$ cat src/rtl/vga_scan_engine.sv
// vga_scan_engine: parametrised VGA raster engine.
// A prescaler produces a pixel tick every CLK_DIV clocks. A display counter
// (hx,vy) drives sync, blanking and colour registers, while a fetch counter
// (fx,fy) runs LEAD ticks ahead and issues pixel requests so the frame-buffer
// reader has LEAD ticks to return the colour.
// Optional feature: define VGA_TESTPAT_EN to add a test_mode input that
// replaces visible colour with eight vertical colour bars.
module vga_scan_engine #(
  parameter int   H_ACTIVE = 640,
  parameter int   H_FP     = 16,
  parameter int   H_SYNC   = 96,
  parameter int   H_BP     = 48,
  parameter int   V_ACTIVE = 480,
  parameter int   V_FP     = 10,
  parameter int   V_SYNC   = 2,
  parameter int   V_BP     = 33,
  parameter logic SYNC_POL = 1'b0,
  parameter int   CLK_DIV  = 2,
  parameter int   LEAD     = 4,
  parameter int   RED_W    = 3,
  parameter int   GRN_W    = 3,
  parameter int   BLU_W    = 2,
  localparam int  HT       = H_ACTIVE + H_FP + H_SYNC + H_BP,
  localparam int  VT       = V_ACTIVE + V_FP + V_SYNC + V_BP,
  localparam int  HW       = $clog2(HT),
  localparam int  VW       = $clog2(VT),
  localparam int  PW       = RED_W + GRN_W + BLU_W
) (
  input  logic             clk,
  input  logic             reset,
`ifdef VGA_TESTPAT_EN
  input  logic             test_mode,
`endif
  output logic             pix_req,
  output logic [HW-1:0]    pix_x,
  output logic [VW-1:0]    pix_y,
  input  logic [PW-1:0]    pix_data,
  output logic [RED_W-1:0] vgaRed,
  output logic [GRN_W-1:0] vgaGreen,
  output logic [BLU_W-1:0] vgaBlue,
  output logic             Hsync,
  output logic             Vsync,
  output logic             frame_start,
  output logic             active
);

  localparam int DW = (CLK_DIV > 1) ? $clog2(CLK_DIV) : 1;
  localparam logic [DW-1:0] DIV_LAST = DW'(CLK_DIV - 1);
  localparam logic [HW-1:0] H_LAST   = HW'(HT - 1);
  localparam logic [VW-1:0] V_LAST   = VW'(VT - 1);
  localparam logic [HW-1:0] F_START  = HW'(LEAD);
  // 32-bit bounds so a sync window ending exactly at HT/VT cannot wrap
  localparam logic [31:0] H_VIS  = 32'(H_ACTIVE);
  localparam logic [31:0] V_VIS  = 32'(V_ACTIVE);
  localparam logic [31:0] HS_BEG = 32'(H_ACTIVE + H_FP);
  localparam logic [31:0] HS_END = 32'(H_ACTIVE + H_FP + H_SYNC);
  localparam logic [31:0] VS_BEG = 32'(V_ACTIVE + V_FP);
  localparam logic [31:0] VS_END = 32'(V_ACTIVE + V_FP + V_SYNC);

  logic [DW-1:0]    r_div;
  logic [HW-1:0]    r_hx, r_fx, r_px;
  logic [VW-1:0]    r_vy, r_fy, r_py;
  logic             r_req, r_fs, r_act, r_hs, r_vs;
  logic [RED_W-1:0] r_red;
  logic [GRN_W-1:0] r_grn;
  logic [BLU_W-1:0] r_blu;

  logic             w_tick, w_vis, w_fvis, w_hs_on, w_vs_on;
  logic [RED_W-1:0] w_red;
  logic [GRN_W-1:0] w_grn;
  logic [BLU_W-1:0] w_blu;

  assign w_tick  = (r_div == DIV_LAST);
  assign w_vis   = (32'(r_hx) < H_VIS) && (32'(r_vy) < V_VIS);
  assign w_fvis  = (32'(r_fx) < H_VIS) && (32'(r_fy) < V_VIS);
  assign w_hs_on = (32'(r_hx) >= HS_BEG) && (32'(r_hx) < HS_END);
  assign w_vs_on = (32'(r_vy) >= VS_BEG) && (32'(r_vy) < VS_END);

`ifdef VGA_TESTPAT_EN
  logic [2:0] w_bar;
  // Bar index is hx[8:6]; shift-then-resize keeps narrow hx widths legal
  assign w_bar = 3'(r_hx >> 6);
`endif

  // Colour source: frame-buffer data, or colour bars in test mode
  always_comb begin
    w_red = pix_data[PW-1 -: RED_W];
    w_grn = pix_data[GRN_W+BLU_W-1 -: GRN_W];
    w_blu = pix_data[BLU_W-1:0];
`ifdef VGA_TESTPAT_EN
    if (test_mode) begin
      w_red = {RED_W{w_bar[2]}};
      w_grn = {GRN_W{w_bar[1]}};
      w_blu = {BLU_W{w_bar[0]}};
    end
`endif
  end

  // Pixel-tick prescaler: tick on the last count of each CLK_DIV period
  always_ff @(posedge clk) begin
    if (reset || w_tick) r_div <= '0;
    else                 r_div <= r_div + 1'b1;
  end

  // Display position counter
  always_ff @(posedge clk) begin
    if (reset) begin
      r_hx <= '0;
      r_vy <= '0;
    end else if (w_tick) begin
      if (r_hx == H_LAST) begin
        r_hx <= '0;
        r_vy <= (r_vy == V_LAST) ? '0 : r_vy + 1'b1;
      end else begin
        r_hx <= r_hx + 1'b1;
      end
    end
  end

  // Fetch position counter, starting LEAD ticks ahead of the display counter
  always_ff @(posedge clk) begin
    if (reset) begin
      r_fx <= F_START;
      r_fy <= '0;
    end else if (w_tick) begin
      if (r_fx == H_LAST) begin
        r_fx <= '0;
        r_fy <= (r_fy == V_LAST) ? '0 : r_fy + 1'b1;
      end else begin
        r_fx <= r_fx + 1'b1;
      end
    end
  end

  // Pixel request: one-clock pulse, coordinates held until the next request
  always_ff @(posedge clk) begin
    if (reset) begin
      r_req <= 1'b0;
      r_px  <= '0;
      r_py  <= '0;
    end else begin
      r_req <= w_tick & w_fvis;
      if (w_tick && w_fvis) begin
        r_px <= r_fx;
        r_py <= r_fy;
      end
    end
  end

  // Registered video outputs for the current display position
  always_ff @(posedge clk) begin
    if (reset) begin
      r_red <= '0;
      r_grn <= '0;
      r_blu <= '0;
      r_act <= 1'b0;
      r_fs  <= 1'b0;
      r_hs  <= ~SYNC_POL;
      r_vs  <= ~SYNC_POL;
    end else if (w_tick) begin
      r_red <= w_vis ? w_red : '0;
      r_grn <= w_vis ? w_grn : '0;
      r_blu <= w_vis ? w_blu : '0;
      r_act <= w_vis;
      r_fs  <= (r_hx == '0) && (r_vy == '0);
      r_hs  <= w_hs_on ? SYNC_POL : ~SYNC_POL;
      r_vs  <= w_vs_on ? SYNC_POL : ~SYNC_POL;
    end else begin
      r_fs  <= 1'b0;
    end
  end

  assign pix_req     = r_req;
  assign pix_x       = r_px;
  assign pix_y       = r_py;
  assign vgaRed      = r_red;
  assign vgaGreen    = r_grn;
  assign vgaBlue     = r_blu;
  assign Hsync       = r_hs;
  assign Vsync       = r_vs;
  assign frame_start = r_fs;
  assign active      = r_act;

endmodule

$ cat config.mk
export PLATFORM = sky130hd
export DESIGN_NAME = vga_scan_engine
export DESIGN_NICKNAME = d
export VERILOG_FILES = /design/src/rtl/vga_scan_engine.sv
export SDC_FILE = /design/constraint.sdc
export NUM_CORES = 1
export LEC_CHECK = 0
export BUFFER_PORTS_ARGS = -buffer_cell sky130_fd_sc_hd__buf_2
export CORE_MARGIN = 4
export CORE_UTILIZATION = 37
export DETAILED_ROUTE_END_ITERATION = 7
export REMOVE_ABC_BUFFERS = 1
export SYNTH_ARGS = -nofsm -noshare
export SYNTH_HDL_FRONTEND = slang
export SYNTH_SLANG_ARGS = --single-unit
$ cat constraint.sdc
create_clock -name clk -period 2.5 [get_ports clk]
set_input_delay 0.75 -clock clk [delete_from_list [all_inputs] [get_ports clk]]
set_output_delay 0.75 -clock clk [all_outputs]
set_load 0.01 [all_outputs]
* After elaboration in Yosys (flattened, before gate mapping)
Index checks and enable logic that the tools add are counted.
** Storage, ports and cells
- Register bits :: 74
- Input port bits :: 10
- Output and inout port bits :: 33
- Logic and storage cells :: 55
** Cells by class
- Muxes and demuxes :: 9
- Magnitude comparators :: 8
- Equality and inequality tests :: 4
- $add $sub $neg :: 5
- Reductions and logical operators :: 12
- Bitwise gates (word level) :: 2
** Operators by type and width (count)
- 10-bit by 1-bit adder with 10-bit output, second input constant :: 4
- 10-bit equality test, second input constant :: 4
- 10-bit 2-to-1 mux :: 4
- 10-bit less-than comparator, second input constant :: 3
- 10-bit by 9-bit less-than comparator with 1-bit output, second input constant :: 3
- 10-bit zero test :: 2
- 10-bit >= comparator, second input constant :: 1
- 10-bit by 9-bit >= comparator with 1-bit output, second input constant :: 1
- 1-bit logical AND :: 6
- 3-bit 2-to-1 mux :: 2
- 2-bit AND reduction :: 2
- 1-bit 2-to-1 mux :: 2
- 2-bit 2-to-1 mux :: 1
- 2-bit OR reduction :: 1
- 1-bit adder, second input constant :: 1
- 1-bit AND :: 1
- 1-bit logical OR :: 1
- 1-bit NOT :: 1

* Depth between registers and ports, before layout
- Word-level depth :: 3
- Mapped depth :: 6

* Worst setup path before layout
OpenSTA, ideal clock, no wires.
- Kind :: input to register
- Start :: input port reset
- End :: register r_blu[0] (netlist: vgaBlue[0])
- Path slack :: 0.605 ns
- Cell stages on the path :: 4
- Required time :: 2.440 ns
- Arrival :: 1.834 ns
- Cell sequence :: clkbuf_1 > nand2b_1 > nor4b_2 > a22o_1
** RTL lines
- start: declaration :: RTL line 30 : input logic reset,
- end signal: assignment :: RTL line 163 : r_blu <= w_vis ? w_blu : '0;
- end: declaration :: RTL line 66 : logic [BLU_W-1:0] r_blu;

* Worst setup path in the final report
- Start :: register r_hx[7]
- End :: register r_vy[5]
** Between the ends
- Cells in the longest elaborated chain, start to end :: 2
** RTL lines
- start: declaration :: RTL line 61 : logic [HW-1:0] r_hx, r_fx, r_px;
- start signal: assignment :: RTL line 115 : r_hx <= r_hx + 1'b1;
- 10-bit equality test :: RTL line 111 : if (r_hx == H_LAST) begin
- 2-bit AND reduction (no line)
- end signal: assignment :: RTL line 113 : r_vy <= (r_vy == V_LAST) ? '0 : r_vy + 1'b1;
- end: declaration :: RTL line 62 : logic [VW-1:0] r_vy, r_fy, r_py;
No other way between the ends.
A chain may end at the register's enable or synchronous reset.

==> flow_metrics.env <==
export IMPL_tightestPinTransition_ns=0.7970
export IMPL_outcome="complete, no violations"
export IMPL_tritoncts_clock_tree="yes"
export IMPL_initial_utilization_pct=38.59
export IMPL_crit_arrival_ns=2.31
export IMPL_row_count=33
export IMPL_totalNegativeSetupSlack_ns=0
export IMPL_synth_area_leaders="sky130_fd_sc_hd__dfxtp_1, sky130_fd_sc_hd__mux2i_1, sky130_fd_sc_hd__nor2_1, sky130_fd_sc_hd__nand4_1, sky130_fd_sc_hd__a22o_1"
export IMPL_drt_total_wl_mm=6.782
export IMPL_synth_async_sr_flop_share_pct=0
export IMPL_final_setup_viol_count=0
export IMPL_gp_congestion=0.8583
export IMPL_maximum_net_fanout_on_the_critical_path=13
export IMPL_postCtsSetupRepairBufs=0
export IMPL_num_antenna_cells=0
export IMPL_timing_final_ws_setup_ns=0.4561
export IMPL_cts_root_buf="sky130_fd_sc_hd__clkbuf_8"
export IMPL_post_place_ws_ns=0.2105
export IMPL_ant_nets=0
export IMPL_rsz0062_at_grt="false"
export IMPL_worstSetupStartpointType="flop"
export IMPL_iteration_0_drc_count_of_the_detailed_router=107
export IMPL_grt_pass1_wl_mm=12.09
export IMPL_fin_area_mm2=0.003756
export IMPL_ys_ff_latch=74
export IMPL_final_core_util_pct=45.26
export IMPL_post_layout_nonfiller_instances=503
export IMPL_worst_hold_path_type="reg2reg"
export IMPL_dp_cells=487
export IMPL_synth_most_common_cell="sky130_fd_sc_hd__dfxtp_1"
export IMPL_grt_max_degree=22
export IMPL_numClockSinks=74
export IMPL_grt_util_all_layers_pct=14.51
export IMPL_floorplan_die_area_mm2=0.01021
export IMPL_synth_lib_cells_used_distinct=46
export IMPL_synth_simple_gate_area_share_pct=25.78
export IMPL_synth_top_cells_by_count="sky130_fd_sc_hd__dfxtp_1, sky130_fd_sc_hd__nor2_1, sky130_fd_sc_hd__mux2i_1, sky130_fd_sc_hd__nand2_1, sky130_fd_sc_hd__a21oi_1"
export IMPL_fin_skew_ns=0.009030
export IMPL_cts_reportedPaths_clkPinSlew_ns=0.08
export IMPL_cts_repair_resized=0
export IMPL_overflow_left_after_global_routing=0
export IMPL_layout_overhead_on_the_synthesized_area_pct=17.27
export IMPL_final_layout_size_suffix_gt1_share_pct=16.33
export IMPL_drc=0
export IMPL_synthFlopType="sky130_fd_sc_hd__dfxtp_1"
export IMPL_syn_mean_instance_area_um2=9.126
export IMPL_via_count=2629
export IMPL_synth_area_mux_share_pct=5.625
export IMPL_synth_top_family_by_area="simple AND/OR/NAND/NOR gates"
export IMPL_seq_area_frac_synth_pct=46.25
export IMPL_slew_limit_headroom_pct=46.73
export IMPL_power_dens_cells_mw_per_mm2=650.2
export IMPL_highest_clock_rate_mhz=489.3
export IMPL_criticalPathCategory="reg2reg"
export IMPL_syn_instance_count=351
export IMPL_cell_taking_the_most_area_after_synthesis="sky130_fd_sc_hd__dfxtp_1"
export IMPL_cts_buffer_depth=2
export IMPL_design_final_nets=410
export IMPL_detailed_place_area_mm2=0.003512
export IMPL_post_drt_via_cell_ratio=5.227
export IMPL_hold_fix_buffers_cts=0
export IMPL_synth_warnings=0
export IMPL_max_cap_viol_count=0
export IMPL_wire_per_inst_um=13.48
export IMPL_synth_compound_area_share_pct=11.25
export IMPL_detailed_place_hpwl_mm=4.782
export IMPL_synth_fa_ha_area_share_pct=2.734
export IMPL_first_global_vias=2569
export IMPL_final_max_slew_violation_count=0
export IMPL_grt_antenna_before_repair=0
export IMPL_post_synth_xor_area_fraction_pct=4.648
export IMPL_post_synth_top_area_fraction_pct=46.25
export IMPL_final_min_clock_period_ns=2.044
export IMPL_kind_of_end_point_of_the_critical_path="flop"
export IMPL_number_of_enable_flip_flop_cells_after_synthesis=0
export IMPL_io_buffers=42
export IMPL_core_region_area_mm2=0.008299
export IMPL_clk_latency_ns=0.34
export IMPL_hold_violations=0
export IMPL_power_ir_vdd_worst_uv=341.8
export IMPL_fin_crit_sh_pct=81.76
export IMPL_htree_num_levels=3
export IMPL_die_wd_um=101.0
export IMPL_io_pin_count=43
export IMPL_worstPathRequired_ns=2.77
export IMPL_first_pass_iters=4
export IMPL_numCtsBuffers=9
export IMPL_syn_cell_area_mm2=0.003203
export IMPL_die_height_um=101.0
export IMPL_total_leakage_power_nw=1.506
==> cell type report <==
type                       count  area [um2]
sequential                    74        1481
clock buffer                  12       145.1
multi-input combinational    248        1603
inverter                      13       48.80
tap                          105       131.4
clock inverter                 4       98.84
fill                         832        4543
timing repair buffer          47       247.7
==> state kept, by name, indices dropped and copies added, names as in the netlist, 2 cells and up <==
| signal | flops |
|---|---|
| vgaRed | 3 |
| pix_y | 10 |
| pix_x | 10 |
| r_fy | 10 |
| r_fx | 10 |
| r_vy | 10 |
| r_hx | 10 |
| vgaGreen | 3 |
| vgaBlue | 2 |
==> worst paths after layout <==
check | endpoint | slack (ns) | cells after the start | start
hold / removal | pix_y[7] | 0.46 | 2 | pix_y[7]
hold reg to reg | pix_y[7] | 0.46 | 2 | pix_y[7]
setup / recovery | r_vy[5] | 0.46 | 4 | r_hx[7]
setup reg to reg | r_vy[5] | 0.46 | 4 | r_hx[7]
==> cells in the final DEF (no fill, tap or decap), types with 4 or more instances in the layout <==
| master | n |
|---|---|
| sky130_fd_sc_hd__dfxtp_1 | 74 |
| sky130_fd_sc_hd__buf_2 | 42 |
| sky130_fd_sc_hd__a21oi_1 | 16 |
| sky130_fd_sc_hd__nand3_1 | 15 |
| sky130_fd_sc_hd__xor2_1 | 9 |
| sky130_fd_sc_hd__xnor2_1 | 8 |
| sky130_fd_sc_hd__mux2i_1 | 18 |
| sky130_fd_sc_hd__nor2_1 | 44 |
| sky130_fd_sc_hd__buf_4 | 5 |
| sky130_fd_sc_hd__nand2b_1 | 7 |
| sky130_fd_sc_hd__nand4_1 | 15 |
| sky130_fd_sc_hd__nor3_1 | 6 |
| sky130_fd_sc_hd__clkbuf_8 | 10 |
| sky130_fd_sc_hd__and4_1 | 5 |
| sky130_fd_sc_hd__o31ai_1 | 4 |
| sky130_fd_sc_hd__o21ai_0 | 14 |
| sky130_fd_sc_hd__and3_1 | 6 |
| sky130_fd_sc_hd__ha_1 | 7 |
| sky130_fd_sc_hd__nand2_1 | 18 |
| sky130_fd_sc_hd__nor4_1 | 5 |
| sky130_fd_sc_hd__inv_1 | 13 |
| sky130_fd_sc_hd__or3_1 | 6 |
| sky130_fd_sc_hd__a22o_1 | 10 |
==> routing by layer <==
metal | up-vias | track usage [%] | wire length (um)
met5 | - | 0 | 0
met4 | 0 | 3.374 | 59
met1 | 1224 | 19.25 | 3235
met3 | 6 | 4.498 | 349
li1 | 1357 | - | -
met2 | 42 | 23.09 | 3138
==> kinds of logic (layout without fill, tap and decap cells) <==
logic type | after synthesis | count (layout)
simple gates | 150 | 150
mux | 18 | 18
compound gates | 56 | 56
buf+inv | 29 | 76
xor+xnor | 17 | 17
fa+ha+maj | 7 | 7
flops | 74 | 74
==> through the flow <==
step           hold WS [ns]  power [mW]
2_1_floorplan        0.4612       1.304
3_3_place_gp         0.4465       1.355
3_5_place_dp         0.4431       1.357
4_1_cts              0.4646       2.484
5_1_grt              0.4991       2.541
6_report             0.4638       2.442
==> critical path, cell delays in order (launching register included) <==
cell,delay [ns]
sky130_fd_sc_hd__dfxtp_1,0.37
sky130_fd_sc_hd__nand3b_2,0.29
sky130_fd_sc_hd__or4_4,0.63
sky130_fd_sc_hd__or4_1,0.52
sky130_fd_sc_hd__a21oi_1,0.15
==> report_power, final <==
group | switching (mW) | internal (mW)
Combinational | 0.0686 | 0.0480
Sequential | 0.0134 | 1.20
Clock | 0.421 | 0.693
Power figures use the tool's default switching activity.
